===== src/rtl/bcd_count_ctrl_if.sv =====
// Job request channel for bcd_count_ctrl: preset/target/direction offered under valid/ready.
interface bcd_count_ctrl_if #(
   parameter int unsigned NUM_DIGITS = 8
);
   logic                    start_valid;
   logic                    start_ready;
   logic [4*NUM_DIGITS-1:0] preset;
   logic [4*NUM_DIGITS-1:0] target;
   logic                    dir;

   modport master (output start_valid, output preset, output target, output dir,
                   input  start_ready);
   modport slave  (input  start_valid, input  preset, input  target, input  dir,
                   output start_ready);
endinterface


===== src/rtl/bcd_count_ctrl.sv =====
// Sequencer for the BCD counter bank: loads a preset digit by digit, then gates count enables until target.
// Optional macro BCD_COUNT_CTRL_PRESET_CHECK_EN rejects jobs carrying non-BCD nibbles with an err pulse.
module bcd_count_ctrl #(
   parameter int unsigned NUM_DIGITS = 8,
   parameter int unsigned TICK_DIV   = 1
) (
   input  logic                    clk,
   input  logic                    rst,
   bcd_count_ctrl_if.slave         job_if,
   input  logic                    abort_i,
   input  logic [4*NUM_DIGITS-1:0] count_i,
   output logic                    loadT_o,
   output logic [2:0]              sel_bcd_o,
   output logic [3:0]              toreplace_o,
   output logic                    en_o,
   output logic                    upd_o,
   output logic                    busy_o,
   output logic                    done_o,
   output logic                    err_o
);
   localparam int unsigned W  = 4 * NUM_DIGITS;
   localparam int unsigned IW = (NUM_DIGITS > 1) ? $clog2(NUM_DIGITS) : 1;
   localparam int unsigned TW = (TICK_DIV > 1) ? $clog2(TICK_DIV) : 1;

   typedef enum logic [1:0] {S_IDLE, S_LOAD, S_RUN, S_DONE} state_e;

   state_e          state_q, state_d;
   logic [IW-1:0]   idx_q, idx_d;
   logic [TW-1:0]   tick_q, tick_d;
   logic [W-1:0]    preset_q, preset_d;
   logic [W-1:0]    target_q, target_d;
   logic            dir_q, dir_d;
   logic            accept_c, tick_c, match_c, reject_c;

`ifdef BCD_COUNT_CTRL_PRESET_CHECK_EN
   logic err_q, err_d;

   function automatic logic has_bad_nibble(input logic [W-1:0] v);
      for (int i = 0; i < int'(NUM_DIGITS); i++) begin
         if (v[4*i +: 4] > 4'd9) return 1'b1;
      end
      return 1'b0;
   endfunction

   assign reject_c = has_bad_nibble(job_if.preset) || has_bad_nibble(job_if.target);
   assign err_o    = err_q;
`else
   assign reject_c = 1'b0;
   assign err_o    = 1'b0;
`endif

   assign accept_c           = job_if.start_valid && (state_q == S_IDLE);
   assign tick_c             = (tick_q == TW'(TICK_DIV - 1));
   assign match_c            = (count_i == target_q);
   assign job_if.start_ready = (state_q == S_IDLE);
   assign upd_o              = dir_q;

   always_ff @(posedge clk) begin
      if (rst) begin
         state_q  <= S_IDLE;
         idx_q    <= '0;
         tick_q   <= '0;
         preset_q <= '0;
         target_q <= '0;
         dir_q    <= 1'b1;
`ifdef BCD_COUNT_CTRL_PRESET_CHECK_EN
         err_q    <= 1'b0;
`endif
      end else begin
         state_q  <= state_d;
         idx_q    <= idx_d;
         tick_q   <= tick_d;
         preset_q <= preset_d;
         target_q <= target_d;
         dir_q    <= dir_d;
`ifdef BCD_COUNT_CTRL_PRESET_CHECK_EN
         err_q    <= err_d;
`endif
      end
   end

   // Next state and outputs; abort outranks the count match in every busy state.
   always_comb begin
      state_d     = state_q;
      idx_d       = idx_q;
      tick_d      = tick_q;
      preset_d    = preset_q;
      target_d    = target_q;
      dir_d       = dir_q;
`ifdef BCD_COUNT_CTRL_PRESET_CHECK_EN
      err_d       = 1'b0;
`endif
      loadT_o     = 1'b0;
      sel_bcd_o   = 3'd0;
      toreplace_o = 4'd0;
      en_o        = 1'b0;
      busy_o      = 1'b0;
      done_o      = 1'b0;

      case (state_q)
         S_IDLE: begin
            if (accept_c) begin
               if (reject_c) begin
`ifdef BCD_COUNT_CTRL_PRESET_CHECK_EN
                  err_d = 1'b1;
`endif
               end else begin
                  preset_d = job_if.preset;
                  target_d = job_if.target;
                  dir_d    = job_if.dir;
                  idx_d    = '0;
                  state_d  = S_LOAD;
               end
            end
         end
         S_LOAD: begin
            loadT_o     = 1'b1;
            sel_bcd_o   = 3'(idx_q);
            toreplace_o = preset_q[4*idx_q +: 4];
            busy_o      = 1'b1;
            if (abort_i) begin
               idx_d   = '0;
               state_d = S_IDLE;
            end else if (idx_q == IW'(NUM_DIGITS - 1)) begin
               idx_d   = '0;
               tick_d  = '0;
               state_d = S_RUN;
            end else begin
               idx_d = idx_q + IW'(1);
            end
         end
         S_RUN: begin
            busy_o = 1'b1;
            en_o   = tick_c && !match_c;
            if (abort_i) begin
               state_d = S_IDLE;
            end else if (match_c) begin
               state_d = S_DONE;
            end else begin
               tick_d = tick_c ? '0 : tick_q + TW'(1);
            end
         end
         S_DONE: begin
            done_o  = 1'b1;
            state_d = S_IDLE;
         end
         default: state_d = S_IDLE;
      endcase
   end
endmodule


===== src/flat_wrapper.sv =====
// flat-port wrapper written by rule: the top's interface ports become plain ports
module bcd_count_ctrl_flat 
#(
   parameter int unsigned NUM_DIGITS = 8,
   parameter int unsigned TICK_DIV   = 1
)
  (clk, rst, abort_i, count_i, loadT_o, sel_bcd_o, toreplace_o, en_o, upd_o, busy_o, done_o, err_o, job_if_start_valid, job_if_preset, job_if_target, job_if_dir, job_if_start_ready);
  bcd_count_ctrl_if #(.NUM_DIGITS(NUM_DIGITS)) job_if_i ();
  input  logic clk;
  input  logic rst;
  input  logic abort_i;
  input  logic [4*NUM_DIGITS-1:0] count_i;
  output logic loadT_o;
  output logic [2:0] sel_bcd_o;
  output logic [3:0] toreplace_o;
  output logic en_o;
  output logic upd_o;
  output logic busy_o;
  output logic done_o;
  output logic err_o;
  input wire logic [$bits(job_if_i.start_valid)-1:0] job_if_start_valid;
  input wire logic [$bits(job_if_i.preset)-1:0] job_if_preset;
  input wire logic [$bits(job_if_i.target)-1:0] job_if_target;
  input wire logic [$bits(job_if_i.dir)-1:0] job_if_dir;
  output wire logic [$bits(job_if_i.start_ready)-1:0] job_if_start_ready;
  assign job_if_i.start_valid = job_if_start_valid;
  assign job_if_i.preset = job_if_preset;
  assign job_if_i.target = job_if_target;
  assign job_if_i.dir = job_if_dir;
  assign job_if_start_ready = job_if_i.start_ready;
  bcd_count_ctrl #(.NUM_DIGITS(NUM_DIGITS), .TICK_DIV(TICK_DIV)) u_core (.clk(clk), .rst(rst), .job_if(job_if_i), .abort_i(abort_i), .count_i(count_i), .loadT_o(loadT_o), .sel_bcd_o(sel_bcd_o), .toreplace_o(toreplace_o), .en_o(en_o), .upd_o(upd_o), .busy_o(busy_o), .done_o(done_o), .err_o(err_o));
endmodule

===== config.mk =====
export PLATFORM = sky130hd
export DESIGN_NAME = bcd_count_ctrl_flat
export DESIGN_NICKNAME = d
export VERILOG_FILES = /design/src/rtl/bcd_count_ctrl_if.sv /design/src/rtl/bcd_count_ctrl.sv /design/src/flat_wrapper.sv
export SDC_FILE = /design/constraint.sdc
export NUM_CORES = 1
export LEC_CHECK = 0
export ABC_AREA = 1
export BUFFER_PORTS_ARGS = -buffer_cell sky130_fd_sc_hd__buf_2
export CORE_MARGIN = 3
export CORE_UTILIZATION = 50
export CTS_CLUSTER_DIAMETER = 120
export CTS_CLUSTER_SIZE = 25
export DETAILED_ROUTE_END_ITERATION = 6
export GPL_TIMING_DRIVEN = 0
export HOLD_SLACK_MARGIN = 0.08
export PLACE_DENSITY = 0.76
export RECOVER_POWER = 25
export SYNTH_ARGS = -nofsm -noshare
export SYNTH_HDL_FRONTEND = slang
export SYNTH_SLANG_ARGS = --single-unit

===== constraint.sdc =====
create_clock -name clk -period 1.74 [get_ports clk]
set_input_delay 0.348 -clock clk [delete_from_list [all_inputs] [get_ports clk]]
set_output_delay 0.348 -clock clk [all_outputs]
set_load 0.01 [all_outputs]

==> reports/results.tsv <==
metric	value	unit
min_period	1.98	ns
fp.dieW	87.6	um
die_h	87.6	um
slew_violations	0	
grt_pass1_vias	3253	
grt_pass1_wl	14000	um
die-area	7680	um2
cts_tree	done	
final_hold_viol_count	0	
hp-class	input port to register	
synthesis.area	3330	um2
synth_enable_flop_cells	0	
numCtsBuffers	9	
rsz0062_at_grt	true	
synthArstFlopShare	0	
drtPass1Iterations	4	
end_kind	primary output	
p_per_area	1330	nW/um2
clkLatencyLatePin	0.33	ns
avgViaCountPerCell	4.99	
ys_seq_area_frac	0.421	
syn-instance-count	483	
cts.root.buffer_cell	clkbuf_8	
setup_slack	-0.242	ns
clock_sinks	70	
routabilityCongestion	0.890	
cts_max_level	3	
start_util	0.522	
min_period_over_period	1.14	
cellLeakagePower	2.14	nW
synth_top_family_by_area	simple AND/OR/NAND/NOR gates	
clk_pin_slew_worst_paths	0.07	ns
violations	setup timing	
yosys.area_share.simple	0.249	
vias	3476	
grt_max_degree	12	
syn_area_per_cell	6.90	um2
max_cap_viol_count	0	
syn_nets	590	
endpoint	toreplace_o[2]	
syn_to_final_growth	34.7	%
rr_endpoint	u_core.target_q[24]$_SDFFE_PP0P_	
num_rows	29	
fin_skew	0.00302	ns
finalPower	5.97	mW
wl_per_cell	12.7	um
antenna-diode-count	0	
worstPathRequired	1.39	ns
synth-compound-area-share	0.167	
cp_data_arrival_time	1.63	ns
synth.distinct_cells	24	
placed_cell_area	3990	um2
muxShareOfSynthArea	0	
antenna_found_initial	0	
grt.overflow.total	0	
boundaryPins	115	
synthFlopType	dfxtp_1	
stdcell_area	4490	um2
ys_warn_count	0	
fin_nets	722	
drive_above_1_share	0.329	
critPathMaxFanout	5	
wirelength	8870	um
critPathLaunch	u_core.idx_q[0]$_SDFFE_PP0P_	
drt-initial-drc-count	200	
peakVddDrop	0.812	mV
ys_ff_latch	70	
synthAdderAreaFrac	0.0225	
setup.worst_path.start_class	register	
antenna_left	0	
port_buffers	113	
fmax	505	MHz
route.detailed.drc	0	
r2r-start	u_core.state_q[0]$_SDFFE_PP0P_	
hpwl	6480	um
track_usage	0.233	
clockBufferDepth	2	
status	complete, but fails checks	
synthXorXnorAreaFrac	0.0605	
design.core.area	6390	um2
setup_viol	6	
r2r_slack	0.01	ns
reg2reg_depth	8	
critical_path_class	register to primary output	
layout make-up:
type                       instances  area (um2)
tap                               77        96.3
buffer                            26         155
fill                             585        1900
inverter                          36         143
timing repair buffer             122         653
sequential                        70        1420
clock buffer                      13         179
clock inverter                     3        40.0
multi-input combinational        350        1800
how the worst min path moves through the flow:
stage,start,to,cells after the start
after floorplan,rst,u_core.idx_q[1]$_SDFFE_PP0P_,1
after global placement,u_core.target_q[19]$_SDFFE_PP0P_,u_core.target_q[19]$_SDFFE_PP0P_,2
after detailed placement,u_core.target_q[19]$_SDFFE_PP0P_,u_core.target_q[19]$_SDFFE_PP0P_,2
after CTS,rst,u_core.idx_q[1]$_SDFFE_PP0P_,2
after global routing,rst,u_core.idx_q[1]$_SDFFE_PP0P_,2
final,rst,u_core.idx_q[1]$_SDFFE_PP0P_,2
sequential cells by signal (all words and copies together) (netlist names):
register / flops
u_core.upd_o: 1
u_core.idx_q: 3
u_core.target_q: 32
u_core.state_q: 2
u_core.preset_q: 32
per-stage QoR:
step           TNS, ns  std cells  setup slack, ns   util  hold WS, ns
6_report         -1.01        697           -0.242  0.703        0.215
5_1_grt          -6.18        697           -0.300  0.703        0.228
4_1_cts         -0.974        696           -0.260  0.686        0.211
3_5_place_dp     -1.91        673           -0.120  0.625        0.453
3_3_place_gp    -0.448        673           -0.117  0.625        0.443
2_1_floorplan  -0.0470        483          -0.0117      -        0.417
Yosys cell counts, types with 3 or more instances:
master	instances	area (um2)
buf_4	3	22.5
xnor2_1	23	201
o32ai_1	8	70.1
inv_1	34	128
buf_2	10	50.1
o21ai_0	76	380
a21oi_1	14	70.1
nor2_1	146	548
nand2_1	64	240
dfxtp_1	70	1400
clkbuf_1	13	48.8
ha_1	6	75.1
cells by family (layout without fill, tap and decap cells):
kind of cell | count (synthesis) | count (layout)
simple gates | 217 | 217
compound gates | 103 | 103
flops | 70 | 70
buf+inv | 63 | 200
xor+xnor | 23 | 23
fa+ha+maj | 6 | 6
other cells | 1 | 1
timing repair:
item                                    CTS  global route
hold buffers                              0             0
buffers inserted                          8             1
gates resized for setup                  37            56
endpoints found under the setup margin   56            66
pin swaps                                18            27
critical path, stage by stage (launching register included):
cell	delay, ns
dfxtp_2	0.36
buf_6	0.14
buf_12	0.11
nor2_1	0.05
o32ai_1	0.28
inv_1	0.09
o21ai_2	0.12
buf_2	0.14
routing by layer:
layer | share of wire | track usage
met4 | 0.018 | 0.105
met3 | 0.053 | 0.0414
met2 | 0.47 | 0.386
met1 | 0.45 | 0.295
met5 | 0 | 0
placed cells by master (no fill, tap or decap), drive strengths merged, types with 6 or more instances in the layout:
cell type and instances:
nor2 148, buf 131, o21ai 77, dfxtp 70
nand2 65, inv 36, clkbuf 30, xnor2 23
a21oi 14, o32ai 8, ha 6
power by group:
group	leakage, nW	internal, mW	switching (mW)	total (mW)
Combinational	1.44	0.957	1.27	2.23
Sequential	0.585	2.06	0.287	2.35
Clock	0.115	0.814	0.576	1.39
Power figures use the tool's default switching activity.
